[config.mk]
export PLATFORM = sky130hd
export DESIGN_NAME = mem_arbiter
export DESIGN_NICKNAME = d
export VERILOG_FILES = /design/src/rtl/arb_pkg.sv /design/src/rtl/arb_pf_guard.sv /design/src/rtl/mem_arbiter.sv
export SDC_FILE = /design/constraint.sdc
export NUM_CORES = 2
export LEC_CHECK = 0
export ABC_AREA = 1
export CAP_MARGIN = 10
export CORE_AREA = 2 2 648 650
export CTS_CLUSTER_SIZE = 14
export DETAILED_ROUTE_END_ITERATION = 12
export DIE_AREA = 0 0 650 652
export GPL_ROUTABILITY_DRIVEN = 0
export PLACE_DENSITY = 0.31
export SLEW_MARGIN = 25
export SYNTH_ARGS = -nofsm -noshare
export SYNTH_HDL_FRONTEND = slang
export SYNTH_SLANG_ARGS = --single-unit
[constraint.sdc]
create_clock -name clk -period 2.1 [get_ports clk]
set_clock_uncertainty 0.2 [all_clocks]
set_input_delay 0.315 -clock clk [delete_from_list [all_inputs] [get_ports clk]]
set_output_delay 0.315 -clock clk [all_outputs]
set_load 0.005 [all_outputs]
[src/rtl/arb_pkg.sv]
// Shared types for the main-memory arbiter: grant owner, FSM state and line width.
package arb_pkg;

    localparam int LINE_BITS = 256;

    typedef enum logic [1:0] {
        GRANT_NONE,
        GRANT_I,
        GRANT_D,
        GRANT_PF
    } arb_grant_t;

    typedef enum logic [1:0] {
        ARB_IDLE,
        ARB_BUSY,
        ARB_DONE
    } arb_state_t;

endpackage

[src/rtl/arb_pf_guard.sv]
// Prefetch starvation guard: counts lost IDLE arbitrations and raises a one-shot
// force flag once the prefetcher has waited PF_MAX_WAIT times.
module arb_pf_guard #(
    parameter int PF_MAX_WAIT = 16
) (
    input  logic clk,
    input  logic rst,
    input  logic pf_read_i,
    input  logic pf_lost_i,
    input  logic pf_granted_i,
    output logic pf_force_o
);

    localparam int CW = $clog2(PF_MAX_WAIT + 1);
    localparam logic [CW-1:0] WAIT_MAX = CW'(PF_MAX_WAIT);

    logic [CW-1:0] pf_wait_q, pf_wait_d;
    logic          force_q, force_d;

    always_comb begin
        pf_wait_d = pf_wait_q;
        force_d   = force_q;
        if (!pf_read_i || pf_granted_i) begin
            pf_wait_d = '0;
            force_d   = 1'b0;
        end else begin
            if (pf_lost_i && (pf_wait_q != WAIT_MAX)) begin
                pf_wait_d = pf_wait_q + 1'b1;
            end
            // Flag rises on the same edge the count saturates so the very next arbitration is forced.
            if (pf_wait_d == WAIT_MAX) begin
                force_d = 1'b1;
            end
        end
    end

    always_ff @(posedge clk) begin
        if (rst) begin
            pf_wait_q <= '0;
            force_q   <= 1'b0;
        end else begin
            pf_wait_q <= pf_wait_d;
            force_q   <= force_d;
        end
    end

    assign pf_force_o = force_q;

endmodule

[src/rtl/mem_arbiter.sv]
// Single-port cacheline arbiter between I-cache, D-cache and next-line prefetcher,
// with demand-I merge onto an in-flight prefetch of the same line.
module mem_arbiter
    import arb_pkg::*;
#(
    parameter int PF_MAX_WAIT = 16,
    parameter int OFFSET_BITS = 5
) (
    input  logic                 clk,
    input  logic                 rst,
    input  logic                 i_read,
    input  logic [31:0]          i_address,
    output logic [LINE_BITS-1:0] i_rdata,
    output logic                 i_resp,
    input  logic                 d_read,
    input  logic                 d_write,
    input  logic [31:0]          d_address,
    input  logic [LINE_BITS-1:0] d_wdata,
    output logic [LINE_BITS-1:0] d_rdata,
    output logic                 d_resp,
    input  logic                 pf_read,
    input  logic [31:0]          pf_address,
    output logic [LINE_BITS-1:0] pf_rdata,
    output logic                 pf_resp,
    output logic                 mem_read,
    output logic                 mem_write,
    output logic [31:0]          mem_address,
    output logic [LINE_BITS-1:0] mem_wdata,
    input  logic [LINE_BITS-1:0] mem_rdata,
    input  logic                 mem_resp
);

    arb_state_t           state_q, state_d;
    arb_grant_t           grant_q, grant_d;
    logic                 mem_read_q, mem_read_d;
    logic                 mem_write_q, mem_write_d;
    logic [31:0]          mem_address_q, mem_address_d;
    logic [LINE_BITS-1:0] mem_wdata_q, mem_wdata_d;
    logic [LINE_BITS-1:0] i_rdata_q, i_rdata_d;
    logic [LINE_BITS-1:0] d_rdata_q, d_rdata_d;
    logic [LINE_BITS-1:0] pf_rdata_q, pf_rdata_d;

    arb_grant_t  win;
    logic        win_write;
    logic [31:0] win_address;
    logic        in_idle, busy;
    logic        pf_force, pf_lost, pf_granted;
    logic        merge, i_sel, d_sel, pf_sel;

    assign in_idle = (state_q == ARB_IDLE);
    assign busy    = (state_q == ARB_BUSY);

    always_comb begin
        win         = GRANT_NONE;
        win_write   = 1'b0;
        win_address = '0;
        if (pf_force && pf_read) begin
            win         = GRANT_PF;
            win_address = pf_address;
        end else if (d_write || d_read) begin
            win         = GRANT_D;
            win_write   = d_write;
            win_address = d_address;
        end else if (i_read) begin
            win         = GRANT_I;
            win_address = i_address;
        end else if (pf_read) begin
            win         = GRANT_PF;
            win_address = pf_address;
        end
    end

    assign pf_lost    = in_idle && pf_read && (win != GRANT_PF);
    assign pf_granted = in_idle && (win == GRANT_PF);

    arb_pf_guard #(
        .PF_MAX_WAIT (PF_MAX_WAIT)
    ) u_guard (
        .clk          (clk),
        .rst          (rst),
        .pf_read_i    (pf_read),
        .pf_lost_i    (pf_lost),
        .pf_granted_i (pf_granted),
        .pf_force_o   (pf_force)
    );

    // A demand I miss rides on the prefetch when it targets the same line at response time.
    assign merge  = busy && (grant_q == GRANT_PF) && i_read
                    && (i_address[31:OFFSET_BITS] == mem_address_q[31:OFFSET_BITS]);
    assign i_sel  = busy && ((grant_q == GRANT_I) || merge);
    assign d_sel  = busy && (grant_q == GRANT_D) && !mem_write_q;
    assign pf_sel = busy && (grant_q == GRANT_PF);

    assign i_resp   = i_sel && mem_resp;
    assign d_resp   = busy && (grant_q == GRANT_D) && mem_resp;
    assign pf_resp  = pf_sel && mem_resp;
    assign i_rdata  = i_sel  ? mem_rdata : i_rdata_q;
    assign d_rdata  = d_sel  ? mem_rdata : d_rdata_q;
    assign pf_rdata = pf_sel ? mem_rdata : pf_rdata_q;

    always_comb begin
        state_d       = state_q;
        grant_d       = grant_q;
        mem_read_d    = mem_read_q;
        mem_write_d   = mem_write_q;
        mem_address_d = mem_address_q;
        mem_wdata_d   = mem_wdata_q;
        i_rdata_d     = i_rdata;
        d_rdata_d     = d_rdata;
        pf_rdata_d    = pf_rdata;
        case (state_q)
            ARB_IDLE: begin
                if (win != GRANT_NONE) begin
                    state_d       = ARB_BUSY;
                    grant_d       = win;
                    mem_read_d    = !win_write;
                    mem_write_d   = win_write;
                    mem_address_d = win_address;
                    if (win_write) begin
                        mem_wdata_d = d_wdata;
                    end
                end
            end
            ARB_BUSY: begin
                if (mem_resp) begin
                    state_d     = ARB_DONE;
                    grant_d     = GRANT_NONE;
                    mem_read_d  = 1'b0;
                    mem_write_d = 1'b0;
                end
            end
            default: begin
                state_d = ARB_IDLE;
            end
        endcase
    end

    always_ff @(posedge clk) begin
        if (rst) begin
            state_q       <= ARB_IDLE;
            grant_q       <= GRANT_NONE;
            mem_read_q    <= 1'b0;
            mem_write_q   <= 1'b0;
            mem_address_q <= '0;
            mem_wdata_q   <= '0;
            i_rdata_q     <= '0;
            d_rdata_q     <= '0;
            pf_rdata_q    <= '0;
        end else begin
            state_q       <= state_d;
            grant_q       <= grant_d;
            mem_read_q    <= mem_read_d;
            mem_write_q   <= mem_write_d;
            mem_address_q <= mem_address_d;
            mem_wdata_q   <= mem_wdata_d;
            i_rdata_q     <= i_rdata_d;
            d_rdata_q     <= d_rdata_d;
            pf_rdata_q    <= pf_rdata_d;
        end
    end

    assign mem_read    = mem_read_q;
    assign mem_write   = mem_write_q;
    assign mem_address = mem_address_q;
    assign mem_wdata   = mem_wdata_q;

endmodule
# Word-level counts from Yosys, hierarchy flattened
# Index checks and enable logic that the tools add are counted.
[word_totals]
regBits = 1068
inputBits = 615
out_inout_bits = 1061
word_cells = 77
[op_classes]
n_addsub = 1
n_eq_ne = 11
muxes = 26
n_reduce_logical = 28
[ops]
columns = ["op", "n"]
rows = [
  ["$mux 256", 3],
  ["$mux 32", 4],
  ["$eq 27x27->1", 1],
  ["$mux 2", 8],
  ["$logic_and 1x1->1", 14],
  ["$mux 5", 2],
  ["$pmux 2 s2", 2],
  ["$eq 2x2->1 const B", 3],
  ["$reduce_and 3->1", 2],
  ["$add 5x1->5 const B", 1],
  ["$eq 5x5->1 const B", 1],
  ["$mux 1", 5],
  ["$ne 5x5->1 const B", 1],
  ["$eq 2x1->1 const B", 2],
  ["$ne 2x2->1 const B", 2],
  ["$pmux 1 s2", 2],
  ["$reduce_and 2->1", 2],
  ["$reduce_bool 2->1", 2],
  ["$logic_not 1->1", 3],
  ["$logic_or 1x1->1", 3],
  ["$logic_not 2->1", 1],
  ["$ne 2x1->1 const B", 1],
  ["$reduce_or 2->1", 1],
]

# Logic depth before layout (Yosys ltp)
[depth]
ltp_word = 10
depth_mapped = 16
depth_no_buf = 14

# By module
# Synthesis repeated with hierarchy kept, for this count alone.
[unflattened]
hier_cells = 6575
area_unflattened_um2 = 46054.2
[by_module_without_submodules]
columns = ["module", "instances", "cells_each", "area_per_inst_um2", "seq_area_each_um2"]
rows = [
  ["mem_arbiter", 1, 6528, 45723.9, 21260.4],
  ["arb_pf_guard", 1, 47, 330.3, 120.1],
]

# Worst setup path after synthesis
# No wires, ideal clock.
[synth_path]
path_kind = "reg2out"
startpoint = "reg state_q[0]"
endpoint = "out i_rdata[216]"
arrival_time_ns = 1.635
required_ns = 1.585
path_slack_ns = -0.050
path_stages_with_launch = 15
n_path_buf = 2
path_cell_list = "dfxtp_1 > inv_2 > nor2_4 > nand3_2 > nor2_1 > nand2_1 > nor2_1 > nand2_1 > nand2_2 > nand2_1 > buf_2 > buf_2 > nand2_1 > nand2_1 > inv_1"
[synth_via]
elab_chain_len = 7
[synth_rtl]
columns = ["element", "line_no", "source"]
rows = [
  ["start: declaration", "mem_arbiter.sv:33", "arb_state_t state_q, state_d;"],
  ["start signal: assignment", "mem_arbiter.sv:150", "state_q <= state_d;"],
  ["$eq 2x1->1 (*)", "mem_arbiter.sv:51", "assign busy = (state_q == ARB_BUSY);"],
  ["$logic_and 1x1->1 (2 in series)", "mem_arbiter.sv:88", "assign merge = busy && (grant_q == GRANT_PF) && i_read"],
  ["$logic_and 1x1->1", "mem_arbiter.sv:89", "&& (i_address[31:OFFSET_BITS] == mem_address_q[31:OFFSET_BITS]);"],
  ["$logic_or 1x1->1", "mem_arbiter.sv:90", "assign i_sel = busy && ((grant_q == GRANT_I) || merge);"],
  ["$logic_and 1x1->1 (*)", "mem_arbiter.sv:90", ""],
  ["$mux 256 (*)", "mem_arbiter.sv:97", "assign i_rdata = i_sel ? mem_rdata : i_rdata_q;"],
  ["end: declaration", "mem_arbiter.sv:13", "output logic [LINE_BITS-1:0] i_rdata,"],
]
# Mark *: on every way between the ends. The rest lies on a longest branch, timed or not.

# Worst setup path after layout
[layout_path]
startpoint = "reg state_q[0]"
endpoint = "out i_rdata[120]"
# Same word-level chain as after synthesis.

==> results by stage <==
STA:
- The number of endpoints failing setup at the final stage is 1754.
- Of the available clock period, the critical path in the final layout requires 1.92.
- Across all setup checks in the final design, the least slack found is -1.92 ns.
- For the pin with the worst max-slew slack, the measured transition is 0.971 ns.
- The post-layout minimum cycle time is 4.02 ns.
- The maximum clock frequency is 248 MHz.
- In this run the tightest slew margin relative to its limit is 0.353.
- The final count of hold timing violations was 2.
- The final count of pins violating max slew is 0.
- Hold timing on the final database bottoms out at a slack of -0.0234 ns.
- Setup repair after global routing could not meet its margin everywhere.

Critical path:
- The peak per-stage delay on the critical path is 0.43 ns.
- The slowest stage of the critical path belongs to the cell clkdlybuf4s50_1.
- The terminus of the critical flop-to-flop path is i_rdata_q[131].
- In this run the worst setup path begins at state_q[0].
- The logic depth of the worst register-to-register path is 18.
- Together, buffers and inverters on the worst path number 7.
- In this run the critical register-to-register path is launched from mem_address[10].
- Traced cell by cell, the critical path runs through inv_2 -> nor2_4 -> buf_12 -> buf_4 -> buf_4 -> buf_16 -> nand3_1 -> nand2_1 -> inv_1 -> clkdlybuf4s50_1.
- The data required time of the worst path is 1.58 ns.
- The critical path depth in cells is 10.
- Following the worst setup path forward leads to its endpoint at i_rdata[120].
- The worst setup path is launched from a flip-flop.
- The setup check on the worst reg-to-reg path leaves a slack of -0.72 ns.
- Grouping stages by cell kind, the critical path spends the most delay in buffers and inverters.
- In this design, the critical path's most frequently occurring cell is buf_4.
- Along the worst path, the maximum fanout reaches 116.
- STA puts the critical path data arrival time at 3.51 ns.
- STA classifies the critical path endpoint as a primary output.
- The critical path class is reg -> out.

Synth:
- The leading area contributor after synthesis is dfxtp_1.
- The synthesized netlist contains 33 unique library cells.
- The instance count of the mapped netlist is 6763.
- The post-synthesis instance area is 0.0464 sq mm.
- The share of the Yosys chip area taken by registers is 0.461.
- The count of state elements after synthesis is 1068.
- Yosys attributes the largest share of cell area to dfxtp_1, inv_1, nor2_1.
- Of the post-synthesis cell area, the dominant cell type holds 0.461.
- The synthesized net count is 7380.
- The synthesized area per cell is 6.85 sq um.
- Yosys printed 0 warnings.

Outcome:
- The flow ran to the end, but the final reports show violations.
- The final reports fail on negative hold slack, negative setup slack.

Power:
- The internal power contribution is 46.2 mW.
- Summed over all cells, the static leakage comes to 44.2 nW.
- Power spread over the standard cell area amounts to 739 mW/mm^2.
- The part of the power in the clock network is 0.415.
- The net switching share of the total power is 0.307.
- The worst-case IR drop observed on VDD is 0.560 mV.
- The sequential fraction of design power is 0.334.
- For this design the total switching power over the nets is 20.4 mW.
- The part of the power in combinational logic is 0.250.

Die:
- In this run the standard cell core region covers 0.416 sq mm.
- After floorplanning, the core was divided into 237 placement rows.
- The horizontal die dimension is 650 um.
- The floorplan step defined a die boundary enclosing 0.424 sq mm.
- The floorplan step set the die height to 652 um.
- For this configuration, the core starts out at a cell density of 0.111.
- The I/O pin total is 1676.

Global route:
- The global-route congestion overflow total is 0.
- Entering global routing, the biggest net connects 121 pins.
- The via count of the first global-routing pass came to 54500.
- The number of antenna violations at the first check in global routing is 92.
- In the global route stage, overall resource usage came out at 0.152.
- The first global-routing pass estimated 455000 um of wire.

Clock network:
- The clock reaches the later pin of the worst-skew pair after 0.87 ns.
- The H-tree generated during clock tree synthesis spans 4 levels.
- Clock tree synthesis found a total of 1068 sinks.
- The clock-pin slew of the registers on the worst-case setup and hold paths is 0.06 ns.
- Buffers inserted during clock tree synthesis total 160.
- Buffers inserted to repair hold after CTS numbered 458.
- The clock passes through at most 4 buffers.
- TritonCTS built the clock tree.
- In this run the clock root is driven by a clkbuf_16.

Placed design:
- OpenSTA, run right after detailed placement, puts the worst setup slack at -1.69 ns.
- The placed wire-length estimate is 264000 um.
- The count of port buffers added during placement is 1675.
- The instance area after placement is 0.0774 sq mm.

Layout:
- The share of post-route cells with drive strength above 1 is 0.208.
- After filler insertion, the fill cell instance count of the layout stands at 46500.
- From synthesis to final layout, the design area changed by 94.4%.
- The finished cells cover 0.0901 sq mm.
- The net count of the finished layout is 10400.

Detailed routing:
- In this run, the number of DRC markers left after iteration 0 of detailed routing was 2818.
- The via count of the routed design is 54600.
- The average routed wire per standard cell is 21.9 um.
- Wires add up to 338000 um.
- For this run, design rule violations remaining after detail routing come to 0.
- The total iterations of the first detailed-routing run is 5.
- The per-cell via count in the routed design is 3.53.
- The post-detailed-route count of antenna-violating nets is 0.

Min path:
- The type of the worst min-delay path is in -> reg.

Run:
- The tool flagged a number of max-cap violations equal to 0.
[cells in the mapped netlist]
| master | n |
|---|---|
| a211oi_1 | 246 |
| a211oi_2 | 10 |
| a21oi_1 | 297 |
| a41oi_1 | 1 |
| and2_1 | 1 |
| buf_1 | 2 |
| buf_2 | 103 |
| buf_4 | 1 |
| clkbuf_1 | 305 |
| clkbuf_2 | 11 |
| clkinv_1 | 1 |
| dfxtp_1 | 1068 |
| ha_1 | 2 |
| inv_1 | 1637 |
| inv_2 | 1 |
| nand2_1 | 877 |
| nand2_2 | 1 |
| nand3_1 | 266 |
| nand3_2 | 1 |
| nand3b_1 | 1 |
| nand4_1 | 1 |
| nor2_1 | 1047 |
| nor2_2 | 1 |
| nor2_4 | 1 |
| nor3_1 | 2 |
| o211ai_1 | 10 |
| o21a_1 | 1 |
| o21ai_0 | 547 |
| o21ai_1 | 2 |
| o221ai_1 | 54 |
| or2_2 | 257 |
| xnor2_1 | 3 |
| xor2_1 | 5 |
[cells by family after synthesis]
logic type,after synthesis,share of synthesized area
AND/OR/NAND/NOR,2456,0.221
AO/OA/AOI/OAI,1168,0.146
buffers and inverters,2061,0.170
adder cells (fa/ha/maj),2,0.000540
XOR/XNOR,8,0.00151
flip-flops,1068,0.461
[sequential cells by signal, indices dropped and copies added, names as in the netlist]
name	flops
d_rdata_q	256
mem_write	1
grant_q	2
state_q	2
u_guard.pf_force_o	1
mem_read	1
mem_wdata	256
mem_address	32
u_guard.pf_wait_q	5
pf_rdata_q	256
i_rdata_q	256
[per-stage QoR]
stage                     cells  utilization  TNS (ns)  power (mW)  hold WS (ns)
after floorplan            6763            -    -13.39        27.1         0.250
after global placement    14600        0.186  -1506.70        38.1         0.293
after detailed placement  14600        0.186  -1473.40        38.1         0.296
after CTS                 15400        0.215  -1790.10        68.1        -0.166
after global routing      15500        0.217  -1843.57        69.8       -0.0828
final                     15500        0.217  -1526.87        66.6       -0.0234
[layout by cell type (no fill, tap or decap), types with 21 or more instances in the layout]
cell,instances
a211oi_1,246
a21oi_1,247
a21oi_2,45
buf_12,126
buf_16,46
buf_2,40
buf_4,1054
buf_6,44
clkbuf_1,41
clkbuf_16,169
clkbuf_8,41
clkdlybuf4s50_1,1363
dfxtp_1,1058
diode_2,40
dlygate4sd2_1,101
dlygate4sd3_1,458
inv_1,1613
inv_2,23
nand2_1,820
nand2_2,53
nand3_1,240
nand3_2,21
nor2_1,1041
o21ai_0,547
o221ai_1,54
or2_2,254
[metal layers]
| layer | wire length (um) | vias to the layer above | track usage | part of all wire |
|---|---|---|---|---|
| met5 | 273 | - | 0 | 0.00081 |
| met4 | 15300 | 48 | 0.0630 | 0.045 |
| met3 | 16800 | 463 | 0.0302 | 0.050 |
| met2 | 176000 | 1519 | 0.284 | 0.52 |
| met1 | 130000 | 26100 | 0.166 | 0.39 |
| li1 | - | 26600 | - | - |
[worst min path at each step]
stage	start	end	slack, ns	depth (start not counted)
2_1_floorplan	d_wdata[0]	mem_wdata[0]	0.25	2
3_3_place_gp	mem_wdata[40]	mem_wdata[40]	0.29	2
3_5_place_dp	mem_wdata[221]	mem_wdata[221]	0.30	2
4_1_cts	mem_rdata[30]	pf_rdata_q[30]	-0.17	3
5_1_grt	mem_rdata[30]	pf_rdata_q[30]	-0.08	3
6_report	mem_rdata[14]	pf_rdata_q[14]	-0.02	3
[power by group through the flow]
| stage | sequential, mW | clock, mW | combinational, mW |
|---|---|---|---|
| 3_3_place_gp | 22.6 | 0 | 15.4 |
| 2_1_floorplan | 22.5 | 0 | 4.59 |
| 3_5_place_dp | 22.6 | 0 | 15.4 |
| 6_report | 22.2 | 27.7 | 16.7 |
| 5_1_grt | 22.4 | 29.6 | 17.9 |
| 4_1_cts | 22.2 | 29.0 | 16.9 |
[final cells by class]
type | count | area, sq um | share of cell area
Timing Repair Buffer | 3306 | 32600 | 0.362
Sequential cell | 1068 | 21400 | 0.237
Multi-Input combinational cell | 3634 | 17700 | 0.197
Tap cell | 5497 | 6880 | 0.0763
Inverter | 1639 | 6170 | 0.0685
Clock buffer | 242 | 4720 | 0.0524
Clock inverter | 43 | 532 | 0.00590
Antenna cell | 40 | 100 | 0.00111
[timing repair]
| action | in CTS | in global routing |
|---|---|---|
| gates cloned | 35 | 11 |
| pin swaps | 41 | 11 |
| gates resized for setup | 779 | 228 |
| buffers inserted | 63 | 23 |
| hold endpoints to repair | 788 | 12 |
| endpoints found under the setup margin | 1821 | 1868 |
[worst register-to-register path: stages (launching register included)]
cell     delay, ns
dfxtp_1       0.31
buf_4         0.15
nand2_1       0.07
nand2_1       0.06
nor2_1        0.15
nand3_1       0.12
nor2_1        0.14
nand2_2       0.12
nand2_8       0.12
buf_12        0.13
nand2_8       0.10
buf_16        0.20
buf_6         0.22
buf_12        0.12
buf_16        0.16
nand2_1       0.07
nand2_1       0.08
buf_4         0.14
nor2_1        0.07
Note: power is estimated with default switching activity, not from simulation.
